**config.mk**
```make
export PLATFORM = sky130hd
export DESIGN_NAME = lane_input_conditioner_flat
export DESIGN_NICKNAME = d
export VERILOG_FILES = /design/src/rtl/lane_input_conditioner_if.sv /design/src/rtl/lane_input_conditioner.sv /design/src/flat_wrapper.sv
export SDC_FILE = /design/constraint.sdc
export NUM_CORES = 1
export LEC_CHECK = 0
export CAP_MARGIN = 15
export CORE_ASPECT_RATIO = 2
export CORE_MARGIN = 5
export CORE_UTILIZATION = 35
export CTS_BUF_LIST = sky130_fd_sc_hd__clkbuf_4 sky130_fd_sc_hd__clkbuf_8
export CTS_CLUSTER_SIZE = 10
export DETAILED_ROUTE_END_ITERATION = 6
export DONT_BUFFER_PORTS = 1
export SLEW_MARGIN = 20
export SYNTH_ARGS = -nofsm -noshare
export SYNTH_HDL_FRONTEND = slang
export SYNTH_SLANG_ARGS = --single-unit
```
**constraint.sdc**
```tcl
create_clock -name Clock -period 8 [get_ports Clock]
set_input_delay 2 -clock Clock [delete_from_list [all_inputs] [get_ports Clock]]
set_output_delay 2 -clock Clock [all_outputs]
set_load 0.005 [all_outputs]
```
**src/rtl/lane_input_conditioner_if.sv**
```systemverilog
// Key/move signal bundle between the push-button input conditioner and the player FSM.
// master: the conditioner side (samples keys, drives move requests and busy).
// slave:  the consumer side (drives raw keys, observes move requests).
interface lane_input_conditioner_if;
    logic KEY_left;
    logic KEY_right;
    logic move_left;
    logic move_right;
    logic busy;

    modport master (
        input  KEY_left,
        input  KEY_right,
        output move_left,
        output move_right,
        output busy
    );

    modport slave (
        output KEY_left,
        output KEY_right,
        input  move_left,
        input  move_right,
        input  busy
    );
endinterface

```
**src/rtl/lane_input_conditioner.sv**
```systemverilog
// Lane input conditioner: turns two raw push-buttons into clean, long-held
// move_left / move_right requests with an enforced gap and auto-repeat.
//
// state  | meaning
// -------+------------------------------------------------------------
// IDLE   | no request pending, waiting for a debounced press edge
// ASSERT | selected move output held high for ASSERT_CYCLES
// GAP    | both outputs forced low for GAP_CYCLES
// HOLD   | key still held: wait for release, opposite press or repeat
module lane_input_conditioner #(
    parameter int KEY_ACTIVE_LOW  = 1,
    parameter int DEBOUNCE_CYCLES = 500000,
    parameter int ASSERT_CYCLES   = 8192,
    parameter int GAP_CYCLES      = 16,
    parameter int REPEAT_CYCLES   = 15000000,
    parameter int CNT_W           = 24
) (
    input  logic                      Clock,
    input  logic                      Reset,
    lane_input_conditioner_if.master  lane
);

    typedef enum logic [1:0] {
        IDLE   = 2'd0,
        ASSERT = 2'd1,
        GAP    = 2'd2,
        HOLD   = 2'd3
    } state_t;

    localparam logic [CNT_W-1:0] DB_LAST   = CNT_W'(DEBOUNCE_CYCLES - 1);
    localparam logic [CNT_W-1:0] AS_LAST   = CNT_W'(ASSERT_CYCLES - 1);
    localparam logic [CNT_W-1:0] GAP_LAST  = CNT_W'(GAP_CYCLES - 1);
    localparam logic [CNT_W-1:0] REP_LIMIT = CNT_W'(REPEAT_CYCLES);
    localparam logic [CNT_W-1:0] CNT_MAX   = {CNT_W{1'b1}};
    localparam logic             ACT_LOW   = (KEY_ACTIVE_LOW != 0);

    // Index 0 is the left key, index 1 the right key throughout.
    logic [1:0]       raw_pressed;
    logic [1:0]       sync1;
    logic [1:0]       sync2;
    logic [1:0]       deb;
    logic [1:0]       deb_q;
    logic [1:0]       press;
    logic [CNT_W-1:0] db_cnt [2];

    state_t           state;
    state_t           state_nxt;
    logic             dir;        // 0 = left, 1 = right
    logic             dir_nxt;
    logic [CNT_W-1:0] timer;
    logic [CNT_W-1:0] timer_nxt;
    logic             move_l_q;
    logic             move_r_q;

    function automatic logic [CNT_W-1:0] sat_inc(input logic [CNT_W-1:0] v);
        return (v == CNT_MAX) ? v : v + CNT_W'(1);
    endfunction

    // Normalise to "1 = pressed" before the synchroniser so reset value means released.
    assign raw_pressed = {lane.KEY_right, lane.KEY_left} ^ {2{ACT_LOW}};

    // Two-flop synchroniser for the asynchronous key inputs.
    always_ff @(posedge Clock or posedge Reset) begin
        if (Reset) begin
            sync1 <= '0;
            sync2 <= '0;
        end else begin
            sync1 <= raw_pressed;
            sync2 <= sync1;
        end
    end

    // Debounce: accept a level change only after DEBOUNCE_CYCLES consecutive differing samples.
    always_ff @(posedge Clock or posedge Reset) begin
        if (Reset) begin
            deb       <= '0;
            db_cnt[0] <= '0;
            db_cnt[1] <= '0;
        end else begin
            for (int k = 0; k < 2; k++) begin
                if (sync2[k] == deb[k]) begin
                    db_cnt[k] <= '0;
                end else if (db_cnt[k] >= DB_LAST) begin
                    deb[k]    <= ~deb[k];
                    db_cnt[k] <= '0;
                end else begin
                    db_cnt[k] <= sat_inc(db_cnt[k]);
                end
            end
        end
    end

    // Registered rising-edge detect on the debounced levels.
    always_ff @(posedge Clock or posedge Reset) begin
        if (Reset) begin
            deb_q <= '0;
            press <= '0;
        end else begin
            deb_q <= deb;
            press <= deb & ~deb_q;
        end
    end

    // FSM state, direction and timer registers.
    always_ff @(posedge Clock or posedge Reset) begin
        if (Reset) begin
            state <= IDLE;
            dir   <= 1'b0;
            timer <= '0;
        end else begin
            state <= state_nxt;
            dir   <= dir_nxt;
            timer <= timer_nxt;
        end
    end

    // Next-state logic; press edges seen in ASSERT or GAP are simply ignored.
    always_comb begin
        state_nxt = state;
        dir_nxt   = dir;
        timer_nxt = timer;
        unique case (state)
            IDLE: begin
                if (press[0]) begin
                    state_nxt = ASSERT;
                    dir_nxt   = 1'b0;
                    timer_nxt = '0;
                end else if (press[1]) begin
                    state_nxt = ASSERT;
                    dir_nxt   = 1'b1;
                    timer_nxt = '0;
                end
            end
            ASSERT: begin
                if (timer >= AS_LAST) begin
                    state_nxt = GAP;
                    timer_nxt = '0;
                end else begin
                    timer_nxt = sat_inc(timer);
                end
            end
            GAP: begin
                if (timer >= GAP_LAST) begin
                    state_nxt = HOLD;
                    timer_nxt = '0;
                end else begin
                    timer_nxt = sat_inc(timer);
                end
            end
            HOLD: begin
                if (!deb[dir]) begin
                    state_nxt = IDLE;
                    timer_nxt = '0;
                end else if (press[~dir]) begin
                    state_nxt = ASSERT;
                    dir_nxt   = ~dir;
                    timer_nxt = '0;
                end else if (timer >= REP_LIMIT) begin
                    state_nxt = ASSERT;
                    timer_nxt = '0;
                end else begin
                    timer_nxt = sat_inc(timer);
                end
            end
            default: begin
                state_nxt = IDLE;
                timer_nxt = '0;
            end
        endcase
    end

    // Registered move outputs; one-hot by construction since dir selects exactly one.
    always_ff @(posedge Clock or posedge Reset) begin
        if (Reset) begin
            move_l_q <= 1'b0;
            move_r_q <= 1'b0;
        end else begin
            move_l_q <= (state == ASSERT) && !dir;
            move_r_q <= (state == ASSERT) && dir;
        end
    end

    assign lane.move_left  = move_l_q;
    assign lane.move_right = move_r_q;
    assign lane.busy       = (state != IDLE);

endmodule

```
**src/flat_wrapper.sv**
```systemverilog
// flat-port wrapper written by rule: the top's interface ports become plain ports
module lane_input_conditioner_flat 
#(
    parameter int KEY_ACTIVE_LOW  = 1,
    parameter int DEBOUNCE_CYCLES = 500000,
    parameter int ASSERT_CYCLES   = 8192,
    parameter int GAP_CYCLES      = 16,
    parameter int REPEAT_CYCLES   = 15000000,
    parameter int CNT_W           = 24
)
  (Clock, Reset, lane_KEY_left, lane_KEY_right, lane_move_left, lane_move_right, lane_busy);
  lane_input_conditioner_if lane_i ();
  input  logic Clock;
  input  logic Reset;
  input wire logic [$bits(lane_i.KEY_left)-1:0] lane_KEY_left;
  input wire logic [$bits(lane_i.KEY_right)-1:0] lane_KEY_right;
  output wire logic [$bits(lane_i.move_left)-1:0] lane_move_left;
  output wire logic [$bits(lane_i.move_right)-1:0] lane_move_right;
  output wire logic [$bits(lane_i.busy)-1:0] lane_busy;
  assign lane_i.KEY_left = lane_KEY_left;
  assign lane_i.KEY_right = lane_KEY_right;
  assign lane_move_left = lane_i.move_left;
  assign lane_move_right = lane_i.move_right;
  assign lane_busy = lane_i.busy;
  lane_input_conditioner #(.KEY_ACTIVE_LOW(KEY_ACTIVE_LOW), .DEBOUNCE_CYCLES(DEBOUNCE_CYCLES), .ASSERT_CYCLES(ASSERT_CYCLES), .GAP_CYCLES(GAP_CYCLES), .REPEAT_CYCLES(REPEAT_CYCLES), .CNT_W(CNT_W)) u_core (.Clock(Clock), .Reset(Reset), .lane(lane_i));
endmodule
```
======== After elaboration in Yosys (flattened, before gate mapping) ========
Cells that the tools add are included.
word-level totals
  register bits ........................... 87
  bits of input ports ..................... 4
  output and inout bits ................... 3
  word-level logic and storage cells ...... 89
cells by class
  $add $sub $neg .......................... 3
  $lt $le $gt $ge ......................... 7
  eq/ne operators ......................... 16
  muxes and demuxes ....................... 32
  bitwise gates (word level) .............. 8
  reductions and logical operators ........ 10
operators with widths
  cell                                                                          number
  24-bit 2-to-1 mux                                                             14
  24-bit case mux with 4 select lines                                           1
  24-bit by 1-bit adder with 24-bit output, second input constant               3
  24-bit == test, second input constant                                         3
  24-bit by 19-bit >= comparator with 1-bit output, second input constant       2
  24-bit by 13-bit >= comparator with 1-bit output, second input constant       1
  24-bit >= comparator, second input constant                                   1
  24-bit by 4-bit >= comparator with 1-bit output, second input constant        1
  2-bit 2-to-1 mux                                                              7
  3-bit by 1-bit != test with 1-bit output, second input constant               3
  1-bit 2-to-1 mux                                                              8
  2-bit by 1-bit != test with 1-bit output, second input constant               4
  2-bit case mux with 4 select lines                                            1
  4-bit AND reduction                                                           2
  1-bit NOT                                                                     5
  2-bit == test, second input constant                                          2
  1-bit by 2-bit less-than comparator with 1-bit output, second input constant  2
  4-bit != test, second input constant                                          1
  2-bit NOT                                                                     2
  2-bit AND reduction                                                           2
  2-bit nonzero test                                                            2
  2-bit bitwise AND                                                             1
  1-bit == test                                                                 2
  2-bit by 1-bit == test with 1-bit output, second input constant               1
  4 further kinds                                                               5

======== Logic depth before layout (Yosys ltp) ========
  word-level depth ........................ 6
  mapped depth ............................ 10
  depth with buffers taken out ............ 8

======== Least setup slack after synthesis ========
OpenSTA, ideal clock, no wires.
  kind .................................... register -> output
  start point ............................. reg u_core.state[0]
  end point ............................... out lane_busy
  data arrival time ....................... 0.718 ns
  required time ........................... 6.000 ns
  path slack .............................. 5.282 ns
  cell stages (with the launch flop) ...... 4
  path buffers ............................ 0
  path through ............................ dfrtp_1 -> inv_1 -> ha_1 -> inv_1
between the ends
  longest elaborated chain between the ends .. 1
RTL lines
  item                      RTL line                       text
  start: declaration        lane_input_conditioner.sv:46   state_t state;
  start signal: assignment  lane_input_conditioner.sv:111  state <= state_nxt;
  2-bit nonzero test        lane_input_conditioner.sv:185  assign lane.busy = (state != IDLE);
  end: declaration          flat_wrapper.sv:19             output wire logic [$bits(lane_i.busy)-1:0] lane_busy;
Every way passes these cells.

======== Worst setup path in the final report ========
Same ends and word-level chain as after synthesis.

==> run metrics <==
ranking of synthesized cells by instance count sky130_fd_sc_hd__dfrtp_1 (87), sky130_fd_sc_hd__nor2_1 (45), sky130_fd_sc_hd__nand2_1 (42); Clock power frac 0.286; Clock Skews 0.0107 ns; detailed-route wire length per cell between 15 and 20 um; first-pass GRT wire length between 15000 and 20000 um; run status completed; via count of the first global-routing pass 3515; routability-driven placement congestion ratio 0.877; CP endpoint kind output pin; post-route cell area approximately 4700 um2; cell area after placement 4520 um2; hold violation total from the final report 0; synth top area cells sky130_fd_sc_hd__dfrtp_1 (50%), sky130_fd_sc_hd__xor2_1 (5.6%), sky130_fd_sc_hd__nand4_1 (3.9%); clk slew on worst S/H paths 0.09 ns; Clk Latency, worst-skew pair 0.36 ns; DR iter-0 viols ~170; vias ~3400; total internal power 0.644 mW; FMAX between 300 and 400 MHz; placed wire-length estimate 6710 um; number of iterations in the first detailed-routing pass 4; clock tree from TritonCTS built; mean cell area of the mapped netlist 9.83 um2; final antenna diode count 0; synth unique cells 55; top-area cell type share of the netlist area 0.501; Post-CTS Setup Bufs 0; Max VDD drop 0.000122 V; mean number of vias per cell between 5 and 6; class of the most critical hold timing path reg -> reg; dominant synthesized flop cell sky130_fd_sc_hd__dfrtp_1; Critical Setup Path Class reg -> out; cell with the biggest individual delay on the critical path sky130_fd_sc_hd__dfrtp_1; max capacitance violation total 0; I/O pin total 7; RSZ-0062 raised after global routing no; Seq cells post-synth 87; number of DRC violations after detailed routing 0; shortest clock period the worst path allows after layout 3.24 ns; synthesis-to-finish area growth 8.26%; Yosys top cell by area sky130_fd_sc_hd__dfrtp_1; count of antenna-violating nets left after detailed routing 0; final-layout worst hold slack 0.361 ns; initial antenna violation count 0; total global-route track usage 0.139; CP cell instances inv_1 -> ha_1 -> inv_1; net switching power of the design 0.348 mW; overall power consumption 0.991 mW; power density of the placed cells 211 nW/um2; share of synthesized registers carrying an async set or reset 1.00; post-cts repair resize count 0; width of the die 88.8 um; Mapped Area 4350 um2; sequential element share of the synthesized area 0.501; floorplan die height around 170 um; fraction of power consumed by combinational cells 0.227; crit path launch type flop; number of fillers in the final layout 1207; H-tree depth 3; switch share 0.351; total wire length after detailed routing 9590 um; largest net degree at the start of global routing 88; clock sink count 87; worst-path fanout max 5; sum of negative setup slack 0 ns; Initial Util 0.356; CORE AREA 12200 um2; critical path's most frequent cell sky130_fd_sc_hd__inv_1; EDFF count, synth 0; arrival time reported for the critical path endpoint 1.24 ns; maximum cell stage delay along the critical path 0.44 ns; setup violation total in the final timing report 0; share of the clock period used by the worst path after layout 0.405; number of I/O port buffers 0; fraction of power consumed by sequential logic 0.487; static leakage 1.87 nW; clock root cell sky130_fd_sc_hd__clkbuf_8; CTS Buf Count 9; final core occ 0.386; Placement Rows 57; number of nets in the finished design 464; most used standard cell by instance count after synthesis sky130_fd_sc_hd__dfrtp_1; max-slew violations 0; Yosys Warn Count 0; transition time at the pin with the least slew margin between 0.8 and 0.9 ns; required time at the worst-slack endpoint approximately 6.0 ns; die area between 10000 and 15000 um2; maximum buffer depth of the clock tree 2; ratio of cells with drive above 1 in the final layout 0.0658; cts hold-fix bufs 0; count of mapped cells out of synthesis 442; grt ovf 0; Max-Slew Margin vs Limit 0.456
critical path: cells and delay by family (launching register included):
kind       cells  cell delay [ns]
buf+inv        2             0.23
fa+ha+maj      1             0.20
flops          1             0.44
per-stage QoR:
stage                     worst slack, ns  instances
final                                4.76        603
after global routing                 4.67        603
after CTS                            4.73        603
after detailed placement             4.97        587
after global placement               5.01        587
after floorplan                      3.75        451
power groups by stage:
stage	combinational, mW	clock (mW)	sequential [mW]
2_1_floorplan	0.178	0	0.485
3_3_place_gp	0.223	0	0.489
3_5_place_dp	0.227	0	0.491
4_1_cts	0.228	0.294	0.483
5_1_grt	0.252	0.311	0.485
6_report	0.225	0.284	0.483
registers in the layout, indices dropped and copies added, names as in the netlist, 2 cells and up:
| register | count |
|---|---|
| u_core.db_cnt | 48 |
| u_core.state | 2 |
| u_core.sync1 | 2 |
| u_core.timer | 24 |
| u_core.deb_q | 2 |
| u_core.sync2 | 2 |
| u_core.deb | 2 |
| u_core.press | 2 |
layout make-up:
cell class,instances,area [um2],share of cell area
tap,147,184,0.0391
sequential,87,2180,0.463
clock inverter,6,47.5,0.0101
inverter,19,72.6,0.0154
timing repair buffer,2,18.8,0.00399
clock buffer,10,131,0.0279
multi-input combinational,332,2070,0.441
cells in the final DEF (no fill, tap or decap), types with 9 or more instances in the layout:
master                     Yosys  layout
sky130_fd_sc_hd__a31oi_1      10      10
sky130_fd_sc_hd__and3_1       12      12
sky130_fd_sc_hd__conb_1        1      10
sky130_fd_sc_hd__xor2_1       28      28
sky130_fd_sc_hd__nor2_1       45      45
sky130_fd_sc_hd__dfrtp_1      87      87
sky130_fd_sc_hd__nand4_1      27      27
sky130_fd_sc_hd__ha_1          9       9
sky130_fd_sc_hd__a21oi_1      15      15
sky130_fd_sc_hd__nand3_1      27      27
sky130_fd_sc_hd__clkbuf_8      0       9
sky130_fd_sc_hd__inv_1        19      18
sky130_fd_sc_hd__nor3_1       12      11
sky130_fd_sc_hd__nand2_1      42      42
cells by family (layout without fill, tap and decap cells):
| family | after synthesis | count (layout) | share of synthesized area |
|---|---|---|---|
| AO/OA/AOI/OAI | 69 | 69 | 0.114 |
| other | 1 | 10 | 0.000863 |
| XOR/XNOR | 36 | 36 | 0.0725 |
| adder cells (fa/ha/maj) | 9 | 9 | 0.0259 |
| AND/OR/NAND/NOR | 206 | 206 | 0.250 |
| buffers and inverters | 32 | 37 | 0.0308 |
| flip-flops | 87 | 87 | 0.501 |
| multiplexers | 2 | 2 | 0.00518 |
final timing paths:
path | startpoint | endpoint | slack, ns | cells past startpoint
worst max-delay path | u_core.state[0] | lane_busy | 4.76 | 3
worst min-delay path | u_core.sync1[0] | u_core.sync2[0] | 0.36 | 0
worst max register to register | u_core.timer[9] | u_core.timer[9] | 5.05 | 5
worst min register to register | u_core.sync1[0] | u_core.sync2[0] | 0.36 | 0
max in group asynchronous | Reset | u_core.timer[8] | 5.74 | 2
min in group asynchronous | Reset | u_core.sync1[0] | 1.72 | 2
layer usage:
| metal | routed length, um | up-vias | global-route usage |
|---|---|---|---|
| li1 | - | 1609 | - |
| met1 | 3750 | 1661 | 0.147 |
| met2 | 5190 | 57 | 0.244 |
| met3 | 272 | 32 | 0.0275 |
| met4 | 376 | 0 | 0.0822 |
| met5 | 0 | - | 0 |
(Power assumes the default switching activity.)
